<file path="src/rtl/approx_add_pipe.sv">
// rtl/approx_add_pipe.sv - pipelined approximate/exact unsigned adder with valid/ready flow control
module approx_add_pipe #(
  parameter int WIDTH  = 16,
  parameter int TRUNC  = 6,
  parameter int STAGES = 2
) (
  input  logic             clk,
  input  logic             rst_n,
  input  logic             in_valid,
  output logic             in_ready,
  input  logic [WIDTH-1:0] in_a,
  input  logic [WIDTH-1:0] in_b,
  input  logic             in_exact,
  output logic             out_valid,
  input  logic             out_ready,
  output logic [WIDTH:0]   out_sum,
  output logic             out_exact
);

  localparam int SEG = WIDTH / STAGES;

  // Per-stage registered state, gathered so neighbouring stages can see it.
  logic [STAGES-1:0] vld;
  logic [STAGES-1:0] adv;
  logic [STAGES-1:0] carry_v;
  logic [STAGES-1:0] exact_v;
  logic [WIDTH-1:0]  sum_v [STAGES];
  logic [WIDTH-1:0]  opa_v [STAGES];
  logic [WIDTH-1:0]  opb_v [STAGES];

  // Inputs seen by each stage: the ports for stage 0, the previous stage's registers otherwise.
  logic [STAGES-1:0] v_in_w;
  logic [STAGES-1:0] c_in_w;
  logic [STAGES-1:0] ex_in_w;
  logic [WIDTH-1:0]  a_in_w [STAGES];
  logic [WIDTH-1:0]  b_in_w [STAGES];
  logic [WIDTH-1:0]  p_in_w [STAGES];

  // Advance chain: a stage moves when it is empty or its successor moves; the tail watches out_ready.
  always_comb begin
    adv = '0;
    adv[STAGES-1] = ~vld[STAGES-1] | out_ready;
    for (int k = STAGES - 2; k >= 0; k--) begin
      adv[k] = ~vld[k] | adv[k+1];
    end
  end

  assign in_ready  = adv[0];
  assign out_valid = vld[STAGES-1];
  assign out_sum   = {carry_v[STAGES-1], sum_v[STAGES-1]};
  assign out_exact = exact_v[STAGES-1];

  for (genvar s = 0; s < STAGES; s++) begin : g_stage
    logic             valid_q;
    logic             exact_q;
    logic             carry_q;
    logic             carry_d;
    logic [WIDTH-1:0] sum_q;
    logic [WIDTH-1:0] sum_d;
    logic             c;
    logic             ci;
    logic             kill;
    logic             inj;

    if (s == 0) begin : g_head
      assign v_in_w[s]  = in_valid;
      assign c_in_w[s]  = 1'b0;
      assign ex_in_w[s] = in_exact;
      assign a_in_w[s]  = in_a;
      assign b_in_w[s]  = in_b;
      assign p_in_w[s]  = '0;
    end else begin : g_body
      assign v_in_w[s]  = vld[s-1];
      assign c_in_w[s]  = carry_v[s-1];
      assign ex_in_w[s] = exact_v[s-1];
      assign a_in_w[s]  = opa_v[s-1];
      assign b_in_w[s]  = opb_v[s-1];
      assign p_in_w[s]  = sum_v[s-1];
    end

    // Ripple this segment; below TRUNC bits are killed, at TRUNC the compensation carry is forced in.
    always_comb begin
      sum_d = p_in_w[s];
      c     = c_in_w[s];
      ci    = 1'b0;
      kill  = 1'b0;
      inj   = 1'b0;
      for (int j = 0; j < SEG; j++) begin
        kill = !ex_in_w[s] && (s * SEG + j < TRUNC);
        inj  = !ex_in_w[s] && (s * SEG + j == TRUNC);
        ci   = inj | c;
        if (kill) begin
          sum_d[s*SEG+j] = 1'b0;
          c              = 1'b0;
        end else begin
          sum_d[s*SEG+j] = a_in_w[s][s*SEG+j] ^ b_in_w[s][s*SEG+j] ^ ci;
          c = (a_in_w[s][s*SEG+j] & b_in_w[s][s*SEG+j]) |
              (ci & (a_in_w[s][s*SEG+j] ^ b_in_w[s][s*SEG+j]));
        end
      end
      carry_d = c;
    end

    // Stage register: takes the upstream beat whenever this stage advances.
    always_ff @(posedge clk or negedge rst_n) begin
      if (!rst_n) begin
        valid_q <= 1'b0;
        exact_q <= 1'b0;
        carry_q <= 1'b0;
        sum_q   <= '0;
      end else if (adv[s]) begin
        valid_q <= v_in_w[s];
        if (v_in_w[s]) begin
          exact_q <= ex_in_w[s];
          carry_q <= carry_d;
          sum_q   <= sum_d;
        end
      end
    end

    assign vld[s]     = valid_q;
    assign exact_v[s] = exact_q;
    assign carry_v[s] = carry_q;
    assign sum_v[s]   = sum_q;

    if (s < STAGES - 1) begin : g_ops
      logic [WIDTH-1:0] a_q;
      logic [WIDTH-1:0] b_q;

      // Operands ride along so later segments still see their slices.
      always_ff @(posedge clk or negedge rst_n) begin
        if (!rst_n) begin
          a_q <= '0;
          b_q <= '0;
        end else if (adv[s] && v_in_w[s]) begin
          a_q <= a_in_w[s];
          b_q <= b_in_w[s];
        end
      end

      assign opa_v[s] = a_q;
      assign opb_v[s] = b_q;
    end else begin : g_no_ops
      assign opa_v[s] = '0;
      assign opb_v[s] = '0;
    end
  end

endmodule

</file>
<file path="config.mk">
export PLATFORM = sky130hd
export DESIGN_NAME = approx_add_pipe
export DESIGN_NICKNAME = d
export VERILOG_FILES = /design/src/rtl/approx_add_pipe.sv
export SDC_FILE = /design/constraint.sdc
export NUM_CORES = 1
export LEC_CHECK = 0
export ABC_AREA = 1
export BUFFER_PORTS_ARGS = -buffer_cell sky130_fd_sc_hd__buf_4
export CORE_MARGIN = 2
export CORE_UTILIZATION = 48
export CTS_CLUSTER_SIZE = 28
export DETAILED_ROUTE_END_ITERATION = 8
export MAX_ROUTING_LAYER = met4
export PLACE_DENSITY = 0.73
export SLEW_MARGIN = 15
export SYNTH_ARGS = -nofsm -noshare
export SYNTH_HDL_FRONTEND = slang
export SYNTH_SLANG_ARGS = --single-unit
</file>
<file path="constraint.sdc">
create_clock -name clk -period 3.7 [get_ports clk]
set_input_delay 0.74 -clock clk [delete_from_list [all_inputs] [get_ports clk]]
set_output_delay 0.74 -clock clk [all_outputs]
set_load 0.02 [all_outputs]
</file>
# Yosys cells after proc, flatten, opt, wreduce, memory -nomap -nowiden
# Index checks and enable logic that the tools add are counted.
[classes]
n_mux = 12
add_sub_neg = 0
n_shift = 0
multipliers = 0
div_mod_pow = 0
bitwise = 82
reduce_logical = 4
n_eq_ne = 0
order_cmp = 0
[ops]
columns = ["cell", "n"]
rows = [
  ["$and A1 B1 Y1", 31],
  ["$xor A1 B1 Y1", 31],
  ["$or A1 B1 Y1", 18],
  ["$mux W1", 12],
  ["$reduce_and A2 Y1", 2],
  ["$not A1 Y1", 2],
  ["$logic_and A1 B1 Y1", 1],
  ["$logic_not A1 Y1", 1],
]
[totals]
ram_bits = 0
memories = 0
latch_bits = 0
regBits = 62
romBits = 0
elab_cells = 108

# Logic depth before layout (Yosys ltp)
[logic_depth]
word_depth = 22
depth_mapped = 22
ltp_nobuf = 22

# Worst setup path after synthesis
# Ideal clock, no wire load.
[synth_timing]
path_type = "input -> register"
from = "input port in_a[0]"
to = "register g_stage[0].sum_q[7]"
setup_time_ps = 65
required_ps = 3635
path_slack_ps = -317
n_path_buf = 0
t_arrival_ps = 3952
path_stages = 22
path_cell_list = "ha_1 > nand2_1 > inv_1 > fa_1 > nand2_1 > inv_1 > fa_1 > nand2_1 > inv_1 > fa_1 > nand2_1 > inv_1 > fa_1 > nand2_1 > fa_1 > nand2_1 > fa_1 > inv_1 > fa_1 > inv_1 > nand3_1 > nand2_1"
[synth_between]
elab_chain_cells = 21
[synth_rtl]
columns = ["element", "line_no", "text"]
rows = [
  ["from (decl)", "11", "input logic [WIDTH-1:0] in_a,"],
  ["$and A1 B1 Y1", "97", "c = (a_in_w[s][s*SEG+j] & b_in_w[s][s*SEG+j]) |"],
  ["$mux W1", "92", "if (kill) begin"],
  ["$and A1 B1 Y1", "98", "(ci & (a_in_w[s][s*SEG+j] ^ b_in_w[s][s*SEG+j]));"],
  ["$or A1 B1 Y1", "97", ""],
  ["$mux W1", "92", ""],
  ["$and A1 B1 Y1", "98", ""],
  ["$or A1 B1 Y1", "97", ""],
  ["$mux W1", "92", ""],
  ["(+5 left out)", "n/a", ""],
  ["$mux W1", "92", ""],
  ["$and A1 B1 Y1", "98", ""],
  ["$or A1 B1 Y1", "97", ""],
  ["$mux W1", "92", ""],
  ["$or A1 B1 Y1", "91", "ci = inj | c;"],
  ["$and A1 B1 Y1", "98", ""],
  ["$or A1 B1 Y1", "97", ""],
  ["$xor A1 B1 Y1", "96", "sum_d[s*SEG+j] = a_in_w[s][s*SEG+j] ^ b_in_w[s][s*SEG+j] ^ ci;"],
  ["to (signal assigned)", "116", "sum_q <= sum_d;"],
  ["to (decl)", "58", "logic [WIDTH-1:0] sum_q;"],
]
# Every way passes these cells.
# A chain may end at the register's enable or synchronous reset.

# Worst setup path in the final report
[layout_timing]
from = "input port in_b[0]"
to = "register g_stage[0].sum_q[7]"
[layout_between]
elab_chain_cells = 21
[layout_rtl]
columns = ["element", "line_no", "text"]
rows = [
  ["from (decl)", "12", "input logic [WIDTH-1:0] in_b,"],
  ["$and A1 B1 Y1", "97", ""],
  ["$mux W1", "92", ""],
  ["$and A1 B1 Y1", "98", ""],
  ["$or A1 B1 Y1", "97", ""],
  ["$mux W1", "92", ""],
  ["$and A1 B1 Y1", "98", ""],
  ["$or A1 B1 Y1", "97", ""],
  ["$mux W1", "92", ""],
  ["(+5 left out)", "n/a", ""],
  ["$mux W1", "92", ""],
  ["$and A1 B1 Y1", "98", ""],
  ["$or A1 B1 Y1", "97", ""],
  ["$mux W1", "92", ""],
  ["$or A1 B1 Y1", "91", ""],
  ["$and A1 B1 Y1", "98", ""],
  ["$or A1 B1 Y1", "97", ""],
  ["$xor A1 B1 Y1", "96", ""],
]
# Every way passes these cells.

==> impl_results.md <==
* Switching portion of total power at 0.342
* Distinct cells, synth at 14
* Failing checks: negative setup slack
* Hold bufs inserted after CTS at 0
* Placed Cells at 345
* Setup WS post-layout at -0.0976 ns
* Maximum fanout along the worst path at 1
* Gr ovfl total at 0
* Worst-margin pin slew at 0.572 ns
* Via count at approximately 1700
* Number of cell rows at 25
* Crit path kind: input pin to register
* Rel. slew slack at 0.619
* Peak supply drop at roughly 240 uV
* Yosys warns at 0
* Setup slack at placement at -0.516 ns
* Final Hold Viols at 0
* CTS clk-pin slew, worst paths at around 0.09 ns
* R2R cell count at 12
* FILL cells at between 300 and 400
* Hold Path Class: input pin to asynchronous set/reset pin
* Tcrit/Tclk final at 1.03
* GP Congestion at between 0.8 and 0.9
* F_max at about 0.26 GHz
* Dominant cell type by area after synthesis: dfrtp_1
* DPL Wire Length at 3190 um
* Core Util, Final at 0.614
* Largest family of logic cells by synthesized area: simple AND/OR/NAND/NOR gates
* # clock sinks at between 40 and 50
* Total Nets Final at ~350
* Mapped cell area at ~0.0023 mm2
* TritonCTS Buffers at 5
* Multiplexer area fraction after synthesis at 0
* # H-tree levels at 2
* Post-CTS Setup Bufs at 0
* Mean Syn Cell Area at roughly 9.3 um2
* Number of global-route vias before repair at 1674
* Combinational share of power at 0.329
* Worst Setup Start Kind: input pin
* Fin Clk Skew at around 0.0064 ns
* Dominant cells by area after synthesis: dfrtp_1 50%, nand2_1 16%, fa_1 13%
* Seq pwr share at 0.441
* Leakage at between 0.0015 and 0.002 uW
* Core region area at around 0.0047 mm2
* Io pins at 57
* Switching power of the nets at about 550 uW
* Ys async rst share at 1.00
* Compound-Gate Fraction of Synth Area at 0.00652
* R2r endpoint: g_stage[1].sum_q[15]
* DR WL/cell at around 12 um
* Critical path endpoint category: register
* Die area at about 0.0054 mm2
* PortBufs at between 50 and 60
* First-pass GRT wire length at about 7500 um
* Pins Over Slew Limit at 0
* Register bit total from synthesis at between 40 and 50
* Origin of the critical flop-to-flop path: g_stage[0].carry_q
* Crit path DAT at 4.03 ns
* CTS tree: yes
* First drt pass iteration count at 4
* RSZ-0062 raised after global routing: true
* Die width at 73.3 um
* Simple-Gate Fraction of Synth Area at 0.268
* Most common cell in the synthesized netlist: nand2_1
* Setup TNS at -0.0976 ns
* DR iter-0 viols at 110
* Initial core utilization at 0.494
* Sequential-to-total area share from yosys stat at 0.500
* Fraction of layout cells with a size suffix above 1 at 0.304
* Synth top cells by count: 98 x nand2_1, 46 x dfrtp_1, 41 x nand3_1, 25 x inv_1, 15 x fa_1
* Synth-to-Final Area Change at 24.2%
* DRC viols at 0
* Clock share of power at 0.230
* Crit path time final at around 3.8 ns
* Initial antenna violation count at 0
* R2r setup slk at 0.16 ns
* Clock root cell: clkbuf_8
* Outcome: finished, violations left
* Post-Route WL at 4270 um
* Final setup fails at 1
* Syn nets at 302
* Post-route antenna net violation count at 0
* Pwr dens at approximately 560 mW/mm2
* Die H at between 70 and 80 um
* Synth Area in XOR/XNOR at 0
* Max Cap Viol at 0
* Largest net degree at the start of global routing at 47
* Main synth FF type: dfrtp_1
* Cell Int Power at approximately 1100 uW
* Post-synth EDFFs at 0
* Worst EP required at ~3.9 ns
* Fin cells at ~350
* Maximum buffer depth of the clock tree at 2
* Gr usage total at 0.185
* Vias per inst at around 4.9
* Cells after Synth at 249
* Post-synthesis adder-cell area fraction at 0.136
* Later-pin clock latency in the skew report at just under 0.3 ns
* Ant diodes at 0
* Synth top area share at 0.500
==> cell usage in the layout (no fill, tap or decap), types with 2 or more instances in the layout <==
cell	synthesis	final
buf_4	5	55
buf_6	4	2
clkbuf_8	0	5
clkinvlp_4	0	2
dfrtp_1	46	46
fa_1	15	5
fa_2	0	10
inv_1	25	20
inv_2	0	5
nand2_1	98	92
nand2_2	2	8
nand3_1	41	41
o21ai_0	3	2
==> area by class of cell <==
| class | count | area (um2) | area share |
|---|---|---|---|
| multi-input cells | 163 | 998 | 0.349 |
| flip-flops and latches | 46 | 1150 | 0.402 |
| repair buffers | 57 | 435 | 0.152 |
| well taps | 54 | 67.6 | 0.0236 |
| inverters | 25 | 93.8 | 0.0328 |
| clock inverters | 3 | 45.0 | 0.0157 |
| clock buffers | 5 | 68.8 | 0.0241 |
==> power by group through the flow <==
stage / logic [uW] / clock network [uW] / registers [uW]
3_3_place_gp: 505 / 0 / 714
2_1_floorplan: 238 / 0 / 790
4_1_cts: 532 / 376 / 708
5_1_grt: 595 / 400 / 726
3_5_place_dp: 525 / 0 / 717
6_report: 527 / 369 / 707
==> kinds of logic (layout without fill, tap and decap cells) <==
group	after synthesis	in the layout
AND/OR/NAND/NOR	144	144
adder cells (fa/ha/maj)	16	16
buffers and inverters	40	90
AO/OA/AOI/OAI	3	3
flip-flops	46	46
==> routing by layer <==
layer,routed length (um),vias to the layer above,global-route usage
li1,-,863,-
met1,2020,824,0.255
met2,2040,39,0.283
met3,180,2,0.0357
met4,33,0,0.0494
met5,0,-,-
==> worst max path at each step <==
stage            start                   to  slack [ns]
6_report       in_b[0]  g_stage[0].sum_q[7]        -0.1
4_1_cts        in_b[0]  g_stage[0].sum_q[7]       -0.13
5_1_grt        in_b[0]  g_stage[0].sum_q[7]       -0.23
3_3_place_gp   in_a[0]  g_stage[0].sum_q[7]       -0.42
3_5_place_dp   in_a[0]  g_stage[0].sum_q[7]       -0.52
2_1_floorplan  in_a[0]  g_stage[0].sum_q[7]       -0.23
==> registers in the layout, summed over array words and instances (netlist names) <==
register,cells
g_stage.sum_q,24
g_stage.g_ops.a_q,8
g_stage.g_ops.b_q,8
g_stage.carry_q,2
g_stage.exact_q,1
g_stage.valid_q,1
out_exact,1
out_valid,1
==> worst max-delay path, stage by stage <==
cell and delay, ns:
buf_6 0.10, ha_4 0.14, nand2_2 0.06, inv_2 0.04, fa_2 0.34, nand2_2 0.07
inv_2 0.04, fa_2 0.35, nand2_2 0.07, inv_2 0.04, fa_2 0.35, nand2_2 0.07
inv_2 0.03, fa_2 0.32, nand2_2 0.07, fa_2 0.19, nand2_2 0.05, fa_2 0.33
inv_2 0.06, fa_1 0.39, inv_1 0.06, nand3_1 0.07, nand2_1 0.07
==> stage by stage <==
| stage | power (uW) | hold slack [ns] | cell area, um2 |
|---|---|---|---|
| finish | 1600 | 0.434 | 2860 |
| global route | 1720 | 0.469 | 2860 |
| CTS | 1620 | 0.455 | 2860 |
| detailed placement | 1240 | 0.460 | 2710 |
| global placement | 1220 | 0.456 | 2710 |
| floorplan | 1030 | 0.442 | 2330 |
==> timing repair <==
action | in CTS | in global routing
pin swaps | 12 | 2
gates resized for setup | 13 | 4
endpoints found under the setup margin | 2 | 3
Power figures use the tool's default switching activity.
